<file path="src/rtl/mux2_sel_ctrl.sv">
// Registered select controller for a downstream 2:1 mux: round-robin arbitration
// with a minimum dwell per grant and a programmable dead gap on each switchover.
module mux2_sel_ctrl #(
  parameter int unsigned DWELL = 4,
  parameter int unsigned GAP   = 1
) (
  input  logic       clk,
  input  logic       rst_n,
  input  logic       req_0,
  input  logic       req_1,
  output logic       sel,
  output logic       grant_valid,
  output logic       switching,
  output logic [7:0] sw_count
);

  typedef enum logic [1:0] {
    IDLE   = 2'd0,
    GRANT0 = 2'd1,
    GRANT1 = 2'd2,
    SWITCH = 2'd3
  } state_e;

  localparam logic [7:0] DWELL_LD = 8'(DWELL - 1);
  localparam logic [3:0] GAP_LD   = (GAP == 0) ? 4'd0 : 4'(GAP - 1);

  state_e     state_q, state_d;
  logic       sel_q, sel_d;
  logic       gv_q, gv_d;
  logic       sw_q, sw_d;
  logic [7:0] cnt_q, cnt_d;
  logic [7:0] dwell_q, dwell_d;
  logic [3:0] gap_q, gap_d;

  logic       own_req;
  logic       oth_req;
  logic [7:0] cnt_inc;

  // In GRANTx sel_q names the owner; in SWITCH it already names the target.
  assign own_req = sel_q ? req_1 : req_0;
  assign oth_req = sel_q ? req_0 : req_1;
  assign cnt_inc = (cnt_q == 8'hFF) ? cnt_q : cnt_q + 8'd1;

  always_comb begin
    state_d = state_q;
    sel_d   = sel_q;
    dwell_d = dwell_q;
    gap_d   = gap_q;
    cnt_d   = cnt_q;
    unique case (state_q)
      IDLE: begin
        if (req_0) begin
          state_d = GRANT0;
          sel_d   = 1'b0;
          dwell_d = DWELL_LD;
        end else if (req_1) begin
          state_d = GRANT1;
          sel_d   = 1'b1;
          dwell_d = DWELL_LD;
        end
      end
      GRANT0, GRANT1: begin
        if (dwell_q != '0) begin
          dwell_d = dwell_q - 8'd1;
        end else if (oth_req) begin
          sel_d = ~sel_q;
          if (GAP == 0) begin
            state_d = sel_q ? GRANT0 : GRANT1;
            dwell_d = DWELL_LD;
            cnt_d   = cnt_inc;
          end else begin
            state_d = SWITCH;
            gap_d   = GAP_LD;
          end
        end else if (!own_req) begin
          state_d = IDLE;
        end
      end
      SWITCH: begin
        if (gap_q != '0) begin
          gap_d = gap_q - 4'd1;
        end else if (own_req) begin
          state_d = sel_q ? GRANT1 : GRANT0;
          dwell_d = DWELL_LD;
          cnt_d   = cnt_inc;
        end else begin
          state_d = IDLE;
        end
      end
      default: state_d = IDLE;
    endcase
    gv_d = (state_d == GRANT0) || (state_d == GRANT1);
    sw_d = (state_d == SWITCH);
  end

  always_ff @(posedge clk or negedge rst_n) begin
    if (!rst_n) begin
      state_q <= IDLE;
      sel_q   <= 1'b0;
      gv_q    <= 1'b0;
      sw_q    <= 1'b0;
      cnt_q   <= '0;
      dwell_q <= '0;
      gap_q   <= '0;
    end else begin
      state_q <= state_d;
      sel_q   <= sel_d;
      gv_q    <= gv_d;
      sw_q    <= sw_d;
      cnt_q   <= cnt_d;
      dwell_q <= dwell_d;
      gap_q   <= gap_d;
    end
  end

  assign sel         = sel_q;
  assign grant_valid = gv_q;
  assign switching   = sw_q;
  assign sw_count    = cnt_q;

endmodule
</file>
<file path="config.mk">
export PLATFORM = sky130hd
export DESIGN_NAME = mux2_sel_ctrl
export DESIGN_NICKNAME = d
export VERILOG_FILES = /design/src/rtl/mux2_sel_ctrl.sv
export SDC_FILE = /design/constraint.sdc
export NUM_CORES = 1
export LEC_CHECK = 0
export ABC_AREA = 1
export ABC_CLOCK_PERIOD_IN_PS = 2500
export CAP_MARGIN = 20
export CORE_AREA = 3 3 61 63
export DETAILED_ROUTE_END_ITERATION = 8
export DIE_AREA = 0 0 64 66
export HOLD_SLACK_MARGIN = 0.05
export PLACE_DENSITY = 0.66
export SLEW_MARGIN = 10
export SYNTH_ARGS = -nofsm -noshare
export SYNTH_HDL_FRONTEND = slang
export SYNTH_SLANG_ARGS = --single-unit
</file>
<file path="constraint.sdc">
create_clock -name clk -period 2.5 [get_ports clk]
set_clock_uncertainty 0.2 [all_clocks]
set_input_delay 0.25 -clock clk [delete_from_list [all_inputs] [get_ports clk]]
set_output_delay 0.25 -clock clk [all_outputs]
set_load 0.02 [all_outputs]
</file>
* Yosys cells after proc, flatten, opt, wreduce, memory -nomap -nowiden
Index checks and enable logic that the tools add are counted.
** Word-level totals
- Output and inout bits :: 11
- Register bits :: 25
- Input bits :: 4
** Operators by class
- Muxes and demuxes :: 26
- Reduce and logical (&&, ||, !) cells :: 11
- $add $sub $neg :: 3
- Bitwise operators :: 3
- Equal/unequal tests :: 14
** Operators by type and width (number)
- two-way mux 8 bit :: 5
- one-hot mux 8 bit (3 select lines) :: 1
- two-way mux 2 bit :: 8
- AND reduction 4 bit :: 4
- two-way mux 4 bit :: 3
- != test 2 bit (second input constant) :: 6
- adder 8 x 1 -> 8 bit (second input constant) :: 1
- == test 2 bit (second input constant) :: 4
- == test 8 bit (second input constant) :: 1
- one-hot mux 4 bit (2 select lines) :: 1
- nonzero test 8 bit :: 1
- subtractor 8 x 1 -> 8 bit (second input constant) :: 1
- two-way mux 1 bit :: 6
- one-hot mux 2 bit (3 select lines) :: 1
- == test 2 x 1 -> 1 bit (second input constant) :: 2
- nonzero test 2 bit :: 2
- nonzero test 4 bit :: 1
- subtractor 4 x 1 -> 4 bit (second input constant) :: 1
- != test 3 bit (second input constant) :: 1
- inverter 1 bit :: 3
- logical NOT 2 bit :: 1
- one-hot mux 1 bit (2 select lines) :: 1
- OR reduction 2 bit :: 1
- logical OR 1 bit :: 1

* Longest topological paths before layout
Gate-level depths: netlist of run 1.
- Depth in word-level cells :: 7
- Depth in mapped cells :: 10
- Depth with buffers taken out :: 10

* Least setup slack after synthesis of run 1
OpenSTA, ideal clock, no wires.
- Kind :: register to register
- From :: register dwell_q[0]
- To :: register gv_q, in the netlist grant_valid
- Path slack :: 0.673 ns
- Data required time :: 2.174 ns
- Arrival :: 1.501 ns
- Cell stages (with the launch flop) :: 11
- Period minus slack after synthesis :: 1.827 ns
- Cell sequence :: dfrtp_1 > inv_1 > ha_1 > nand2_1 > nor2_2 > nand2_1 > nand2_1 > nand2_1 > nor2_1 > nor2_1 > ha_1
** Between the ends
- Word-level cells in the longest chain between the ends :: 5
** Ends and longest elaborated chain
- start, declared :: line 32 : logic [7:0] dwell_q, dwell_d;
- start signal, assigned :: line 111 : dwell_q <= dwell_d;
- nonzero test 8 bit * :: line 63 : if (dwell_q != '0) begin
- two-way mux 2 bit * :: line 63
- one-hot mux 2 bit (3 select lines) * :: line 50 : unique case (state_q)
- == test 2 x 1 -> 1 bit / == test 2 bit (equally long branches) :: line 92 : gv_d = (state_d == GRANT0) || (state_d == GRANT1);
- logical OR 1 bit * :: line 92
- net gv_d :: line 29 : logic gv_q, gv_d;
- end signal, assigned :: line 108 : gv_q <= gv_d;
- end, declared :: line 29
The timed path passes the listed nets; every way through them passes the cells marked *.
A chain may end at the register's enable or synchronous reset.

* Final worst setup path of run 1
Ends and elaborated chain as after synthesis.

==> reports/qor.csv, run 1 <==
metric;value;unit
crit-path most repeated cell;nand2_1;
global route overflow;0;
Yosys cell types;27;
CTS tree;done;
CP startpoint kind;flip-flop;
Port Buffers;14;
detailed placement HPWL;2260;um
Final Hold Vio Count;0;
Chip Width;64;um
cell row count;21;
Final Core Density;55.5;%
period utilisation layout;80.3;%
worst vdd ir;0.561;mV
worst-case clock buffer depth;2;
Clock Tree Root;clkbuf_4;
DR pass1 iterations;4;
Final Max Slew Viols;0;
PD cells;1170;mW/mm^2
min-delay worst type;in -> async;
layout cell share with drive strength beyond 1;10.3;%
GRT Total Usage;16.3;%
Layout Nets;244;
Via density;4.78;
critical path data arrival time;2030;ps
CTS resizes;0;
mapped cell area;0.00160;sq mm
RSZ-0062 raised after global routing;false;
CP Data Required Time;2530;ps
maxcap violations;0;
DP Worst Slack;442;ps
First DRT Iteration DRCs;62;
Tmin final;2010;ps
initial antenna violation count;0;
Least-Margin Pin Slew;425;ps
DRC Markers;0;
largest net degree at the start of global routing;26;
cell leakage power;0.000932;uW
Final Instance Area;0.00182;sq mm
Synth Area per Inst;7.44;sq um
Ant. Diodes;0;
CTS H-Tree Depth;1;
Final ANT Viol Nets;0;
Worst path slowest cell;dfrtp_1;
status;complete, no violations;
Worst setup EP type;flip-flop;
CTS Buf Count;3;
max incr delay on CP;410;ps
Seq/Total Area, Yosys;39.1;%
final WL;2960;um
worst rel slew slack;71.6;%
CTS hold repair buffers;0;
Crit path buffers/inverters;1;
via count;1334;
#FFs+latches synth;25;
CP cell instances;inv_1 > ha_1 > nand2_1 > nor2_2 > nand2_1 > nand2_1 > nand2_1 > nor2_1 > nor2_1 > ha_1;
Area Growth Syn to Fin;14.0;%
worst setup margin;493;ps
Post CTS Setup Buffer Count;0;
crit path max fanout;5;
die area;0.00422;sq mm
die height;66;um
final setup violation count;0;
Placer Congestion;0.852;
Syn Nets;225;
IO Pins;15;
clk slew on worst S/H paths;140;ps
clk sinks;25;
warning count from the yosys run;0;
post-DR wirelength/cell;10.6;um
vias in the first global route;1248;
worst-skew pair later-pin latency;320;ps
dpl cell area;0.00180;sq mm
setup TNS;0;ps
post-synthesis cell count;215;
Achievable Freq;498;MHz
starting density of the core;48.7;%
first-pass GRT wire length;5440;um
WS Path Type;reg -> reg;
Core Area;0.00328;sq mm
top cell family by delay on the critical path;simple AND/OR/NAND/NOR gates;
==> kinds of logic (layout without fill, tap and decap cells) <==
group / count (synthesis) / count (layout) / synth area share, %
DFF: 25 / 25 / 39.1
adders and majority gates: 6 / 6 / 4.69
buffers and inverters: 30 / 48 / 7.59
AOI/OAI and AO/OA: 26 / 26 / 8.92
and+or+nand+nor: 120 / 120 / 34.8
xor gates and xnor gates: 8 / 8 / 4.85
==> power breakdown <==
group          switching (uW)  internal [uW]
sequential                131            548
combinational             770            499
clock                     125           60.1
total                    1030           1110
==> final timing paths <==
check | start | end | slack (ps) | cells past startpoint
max | dwell_q[0] | grant_valid | 490 | 10
min in group clk | gap_q[0] | gap_q[0] | 320 | 1
max reg2reg | dwell_q[0] | grant_valid | 490 | 10
min reg2reg | gap_q[0] | gap_q[0] | 320 | 1
max in group asynchronous | rst_n | grant_valid | 1790 | 2
min | rst_n | gap_q[0] | 70 | 2
==> cells in the final DEF, fill, tap and decap left out, types with 2 or more instances in the layout <==
cell type,count
o21ai_1,11
nor3_1,2
ha_1,6
xor2_1,5
dfrtp_1,25
nand4_1,4
nand2_1,67
nor2_2,5
nand3_1,14
nand2_2,3
buf_4,2
clkdlybuf4s50_1,14
clkbuf_4,3
o21ai_2,2
nor2_1,19
inv_1,27
xnor2_1,2
o21ai_0,11
==> sequential cells by signal (all words and copies together), names as in the netlist <==
signal,count
state_q,2
gap_q,4
sw_count,8
sel,1
switching,1
grant_valid,1
dwell_q,8
==> cell type report <==
class / count / area, sq um
Clock buffer: 3 / 22.5
Clock inverter: 1 / 5.00
Fill cell: 327 / 1460
Inverter: 28 / 105
Multi-Input combinational cell: 160 / 852
Sequential cell: 25 / 626
Tap cell: 46 / 57.6
Timing Repair Buffer: 16 / 155
==> per-layer routing <==
metal / track usage (%) / wire length, um
met4: 7.55 / 57
met3: 2.72 / 103
met1: 22.4 / 1480
met2: 24.9 / 1320
met5: 0 / 0
==> Yosys cell counts <==
cell type / instances / share of area (%)
nand2_1: 67 / 16
inv_1: 27 / 6.3
dfrtp_1: 25 / 39
nor2_1: 19 / 4.5
nand3_1: 14 / 4.4
o21ai_0: 11 / 3.4
o21ai_1: 11 / 3.4
ha_1: 6 / 4.7
nor2_2: 5 / 2.0
xor2_1: 5 / 2.7
nand4_1: 4 / 1.6
nand2_2: 3 / 1.2
nor3_1: 2 / 0.63
o21ai_2: 2 / 1.1
xnor2_1: 2 / 1.1
and2_4: 1 / 0.55
buf_2: 1 / 0.31
buf_6: 1 / 0.70
inv_2: 1 / 0.23
nand2_4: 1 / 0.70
nand3_2: 1 / 0.63
nand3_4: 1 / 1.1
nand3b_4: 1 / 1.3
nor2_4: 1 / 0.70
o21a_1: 1 / 0.47
o21bai_1: 1 / 0.47
xor2_2: 1 / 1.0
==> metrics by stage <==
| step | cells | power (uW) | hold slack [ps] |
|---|---|---|---|
| 3_3_place_gp | 275 | 1950 | 274 |
| 2_1_floorplan | 215 | 1630 | -246 |
| 4_1_cts | 279 | 2160 | 70.2 |
| 3_5_place_dp | 275 | 1960 | 295 |
| 5_1_grt | 279 | 2370 | 75.5 |
| 6_report | 279 | 2130 | 69.1 |
No activity file was read; power rests on OpenSTA's default activity.
==> run 2: changes to the inputs <==
- ABC_CLOCK_PERIOD_IN_PS: 2500 -> 1900
- clock period: 2.5 -> 1.9 ns (I/O delays scaled with it)
==> reports/qor.csv, run 2 (synthesized netlist as in run 1, its figures left out) <==
metric;value;unit;change
via count;1379;;was 1,334
vias in the first global route;1255;;was 1,248
period utilisation layout;95.4;%;was 80.3%
CP Data Required Time;1930;ps;was 2530 ps
Final ANT Viol Nets;0;;unchanged
Via density;4.71;;was 4.78
cell leakage power;0.000994;uW;was 0.000932 uW
Final Max Slew Viols;0;;unchanged
Worst setup EP type;flip-flop;;unchanged
post-DR wirelength/cell;10.6;um;about the same
CP cell instances;inv_2 > ha_2 > nand2_1 > inv_1 > nand2_1 > nand2_1 > nor2_2 > nor2_1 > ha_1;;was inv_1 > ha_1 > nand2_1 > nor2_2 > nand2_1 > nand2_1 > nand2_1 > nor2_1 > nor2_1 > ha_1
DR pass1 iterations;4;;unchanged
die height;66;um;unchanged
status;complete, no violations;;unchanged
die area;0.00422;sq mm;unchanged
IO Pins;15;;unchanged
worst rel slew slack;79.0;%;was 71.6%
layout cell share with drive strength beyond 1;19.0;%;was 10.3%
clk slew on worst S/H paths;140;ps;about the same
max incr delay on CP;450;ps;was 410 ps
Finished Layout Cells;293;;was 279
Filler cells;293;;was 327
critical path data arrival time;1840;ps;was 2030 ps
Achievable Freq;552;MHz;was 498 MHz
detailed placement HPWL;2270;um;was 2260 um
worst-case clock buffer depth;2;;unchanged
NetSw;1410;uW;was 1030 uW
switching share of power;46.5;%;was 48.1%
clk sinks;25;;unchanged
final WL;3100;um;was 2960 um
Final Hold Vio Count;0;;unchanged
Clock Tree Root;clkbuf_4;;unchanged
GRT Total Usage;15.6;%;was 16.3%
Placed Cells;285;;was 275
min-delay worst type;reg -> reg;;was in -> async
Layout Nets;258;;was 244
Ant. Diodes;0;;unchanged
maxcap violations;0;;unchanged
Port Buffers;14;;unchanged
worst-skew pair later-pin latency;320;ps;about the same
Final Instance Area;0.00196;sq mm;was 0.00182 sq mm
Worst path slowest cell;dfrtp_1;;unchanged
Gate power share;62.9;%;was 59.5%
Core Area;0.00328;sq mm;unchanged
PD cells;1550;mW/mm^2;was 1170 mW/mm^2
crit-path most repeated cell;nand2_1;;unchanged
CTS tree;done;;unchanged
final setup violation count;0;;unchanged
global route overflow;0;;unchanged
worst vdd ir;0.784;mV;was 0.561 mV
Tmin final;1810;ps;was 2010 ps
most frequent cells in the layout;66 x nand2_1, 25 x inv_1, 24 x dfrtp_1;;was 67 x nand2_1, 27 x inv_1, 25 x dfrtp_1
Area Growth Syn to Fin;22.8;%;was 14.0%
cell row count;21;;unchanged
cell-internal power;1630;uW;was 1110 uW
CP startpoint kind;flip-flop;;unchanged
Least-Margin Pin Slew;314;ps;was 425 ps
top cell family by delay on the critical path;adder cells;;was simple AND/OR/NAND/NOR gates
Placer Congestion;0.805;;was 0.852
commonest non-fill, non-tap cell in the layout;nand2_1;;unchanged
starting density of the core;48.7;%;unchanged
Crit path buffers/inverters;2;;was 1
DRC Markers;0;;unchanged
WHS;308;ps;was 69.1 ps
initial antenna violation count;0;;unchanged
CTS Buf Count;3;;unchanged
sequential share of power;29.2;%;was 31.8%
Pwr Total;3050;uW;was 2130 uW
clock group share of total power;7.9;%;was 8.7%
largest net degree at the start of global routing;26;;unchanged
WS Path Type;reg -> reg;;unchanged
first-pass GRT wire length;5290;um;was 5440 um
CTS H-Tree Depth;1;;unchanged
dpl cell area;0.00187;sq mm;was 0.00180 sq mm
First DRT Iteration DRCs;76;;was 62
crit path max fanout;6;;was 5
Chip Width;64;um;unchanged
## run 2: changes by cell type in the layout (fill, tap and decap cells not counted), sizes merged
cell	change
nor2	+1
buf	+12
dlygate4sd3	+1
## run 2: final timing paths
| kind | endpoint | cells past startpoint | from | slack [ps] |
|---|---|---|---|---|
| max reg2reg | grant_valid | 9 | state_q[1] | 90 |
| min in group asynchronous | gap_q[2] | 3 | rst_n | 560 |
| max in group asynchronous | sw_count[2] | 3 | rst_n | 680 |
| min reg2reg | gap_q[1] | 2 | gap_q[1] | 310 |
| min | gap_q[1] | 2 | gap_q[1] | 310 |
| max | grant_valid | 9 | state_q[1] | 90 |
## run 2: repair_timing
item	4_1_cts	5_1_grt
endpoints found under the hold margin	25	0
buffers inserted	0	2
setup endpoints to repair	0	11
gates resized for setup	0	13
hold buffers	1	0
## run 2: power groups by stage
stage          logic [uW]  registers (uW)  clock network, uW
3_3_place_gp         1780             896                  0
4_1_cts              1800             883                256
2_1_floorplan        1180             967                  0
3_5_place_dp         1800             894                  0
5_1_grt              2170             919                274
6_report             1920             889                241
## run 2: tightest hold or removal path, delay by kind of cell (launching register included)
kind            cells  cell delay, ps
flops               1             370
compound gates      1              60
simple gates        1              50
## run 2: final cells by class
cell class,instances,area [sq um],area share [%]
Multi-Input combinational cell,161,891,45.4
Sequential cell,25,627,31.9
Timing Repair Buffer,29,255,13.0
Inverter,28,105,5.35
Tap cell,46,57.6,2.93
Clock buffer,3,22.5,1.15
Clock inverter,1,5.00,0.255
## run 2: metrics by stage
stage	worst slack (ps)	setup TNS [ps]	util (%)
floorplan	72.9	0	-
global placement	30.0	0	57.0
detailed placement	-8.03	-8.03	57.0
CTS	37.7	0	58.1
global route	-15.4	-15.4	59.8
finish	87.9	0	59.8
## run 2: per-layer routing
layer | routed length, um | track usage (%)
met1 | 1550 | 19.9
met2 | 1440 | 27.0
met3 | 71 | 2.04
met4 | 27 | 5.39
met5 | 0 | 0
==> run 3: changes to the inputs <==
==> constraint.sdc (replaced) <==
create_clock -name clk -period 1.9 [get_ports clk]
set_clock_uncertainty 0.2 [all_clocks]
set_input_delay 0.285 -clock clk [delete_from_list [all_inputs] [get_ports clk]]
set_output_delay 0.285 -clock clk [all_outputs]
set_load 0.02 [all_outputs]
==> reports/qor.csv, run 3 (synthesized netlist as in run 1, its figures left out) <==
metric;value;unit;change
maxcap violations;0;;unchanged
most frequent cells in the layout;67 x nand2_1, 26 x inv_1, 24 x dfrtp_1;;was 66 x nand2_1, 25 x inv_1, 24 x dfrtp_1
critical path data arrival time;1340;ps;was 1840 ps
IO Pins;15;;unchanged
post-DR wirelength/cell;10.7;um;was 10.6 um
Via density;4.74;;was 4.71
clk slew on worst S/H paths;140;ps;about the same
layout cell share with drive strength beyond 1;19.0;%;about the same
worst vdd ir;0.704;mV;was 0.784 mV
Crit. Startpoint;sw_count[0];;was state_q[1]
Achievable Freq;547;MHz;was 552 MHz
die area;0.00422;sq mm;unchanged
first-pass GRT wire length;5400;um;was 5290 um
via count;1394;;was 1,379
period utilisation layout;96.1;%;was 95.4%
CTS Buf Count;3;;unchanged
DRC Markers;0;;unchanged
Chip Width;64;um;unchanged
Ant. Diodes;0;;unchanged
worst setup margin;73.2;ps;was 87.9 ps
Worst path slowest cell;clkdlybuf4s50_1;;was dfrtp_1
min-delay worst type;in -> async;;was reg -> reg
Final Hold Vio Count;0;;unchanged
largest net degree at the start of global routing;26;;unchanged
Core Area;0.00328;sq mm;unchanged
Final Max Slew Viols;0;;unchanged
Layout Nets;259;;was 258
cell leakage power;0.00111;uW;was 0.000994 uW
Tmin final;1830;ps;was 1810 ps
vias in the first global route;1270;;was 1,255
max incr delay on CP;610;ps;was 450 ps
worst-skew pair later-pin latency;320;ps;about the same
Port Buffers;14;;unchanged
WS Path Type;reg -> out;;was reg -> reg
DR pass1 iterations;4;;unchanged
PD cells;1550;mW/mm^2;about the same
Crit path buffers/inverters;1;;was 2
CTS H-Tree Depth;1;;unchanged
clk sinks;25;;unchanged
DP Worst Slack;-92.5;ps;was -8.03 ps
CP cell instances;clkdlybuf4s50_1;;was inv_2 > ha_2 > nand2_1 > inv_1 > nand2_1 > nand2_1 > nor2_2 > nor2_1 > ha_1
status;complete, no violations;;unchanged
detailed placement HPWL;2350;um;was 2270 um
Placer Congestion;0.833;;was 0.805
final setup violation count;0;;unchanged
worst-case clock buffer depth;2;;unchanged
dpl cell area;0.00189;sq mm;was 0.00187 sq mm
CTS tree;done;;unchanged
die height;66;um;unchanged
Final Instance Area;0.00199;sq mm;was 0.00196 sq mm
crit path max fanout;3;;was 6
global route overflow;0;;unchanged
top cell family by delay on the critical path;buffers and inverters;;was adder cells
Final ANT Viol Nets;0;;unchanged
final WL;3160;um;was 3100 um
worst rel slew slack;77.8;%;was 79.0%
starting density of the core;48.7;%;unchanged
First DRT Iteration DRCs;62;;was 76
cell row count;21;;unchanged
initial antenna violation count;0;;unchanged
Clock Tree Root;clkbuf_4;;unchanged
commonest non-fill, non-tap cell in the layout;nand2_1;;unchanged
CP startpoint kind;flip-flop;;unchanged
Worst setup EP type;primary output;;was flip-flop
Pwr Total;3090;uW;was 3050 uW
GRT Total Usage;15.9;%;was 15.6%
CP Data Required Time;1410;ps;was 1930 ps
Least-Margin Pin Slew;332;ps;was 314 ps
Area Growth Syn to Fin;24.7;%;was 22.8%
reg2reg start;dwell_q[5];;was state_q[1]
run 3: cell count changes in the layout (fill, tap and decap cells not counted), sizes merged:
cell / before / now
buf: 14 / 16
dlygate4sd2: 0 / 1
dlygate4sd3: 1 / 0
clkdlybuf4s50: 14 / 7
dlymetal6s2s: 0 / 6
run 3: metal layers:
layer  vias to the layer above  track usage [%]  share of wire [%]
li1                        744                -                  -
met1                       624             21.3                 51
met2                        22             25.9                 45
met3                         4             2.21                3.2
met4                         0             5.93               0.92
met5                         -                0                  0
run 3: stage by stage:
stage | util (%) | hold WS (ps) | setup TNS (ps) | cells
after global placement | 57.4 | 277 | -203 | 287
after global routing | 60.7 | 129 | -8.17 | 294
final | 60.7 | 101 | 0 | 294
after detailed placement | 57.4 | 282 | -561 | 287
after floorplan | - | -211 | 0 | 215
after CTS | 58.2 | 113 | 0 | 291
run 3: worst paths after layout:
path,end,slack (ps),depth (start not counted)
max,sw_count[0],70,1
min,gap_q[3],100,2
max reg2reg,grant_valid,120,9
min reg2reg,gap_q[1],310,2
max in group asynchronous,sw_count[2],1120,2
min in group clk,gap_q[1],310,2
run 3: what timing repair did:
action / CTS / global route
resized for setup: 2 / 17
pin swaps: 0 / 3
gates cloned: 0 / 1
hold endpoints to repair: 0 / 0
hold buffers: 0 / 0
endpoints found under the setup margin: 2 / 22
buffers inserted: 0 / 2
run 3: report_power, final:
part | internal [uW] | switching [uW]
Clock | 78.9 | 167
Combinational | 850 | 1110
Sequential | 723 | 159
Total | 1650 | 1440
run 3: layout make-up:
| cell class | instances | area [sq um] |
|---|---|---|
| clock inverter | 1 | 5.00 |
| clock buffer | 3 | 22.5 |
| tap | 46 | 57.6 |
| timing repair buffer | 30 | 274 |
| inverter | 28 | 105 |
| sequential | 25 | 627 |
| fill | 292 | 1290 |
| multi-input combinational | 161 | 903 |
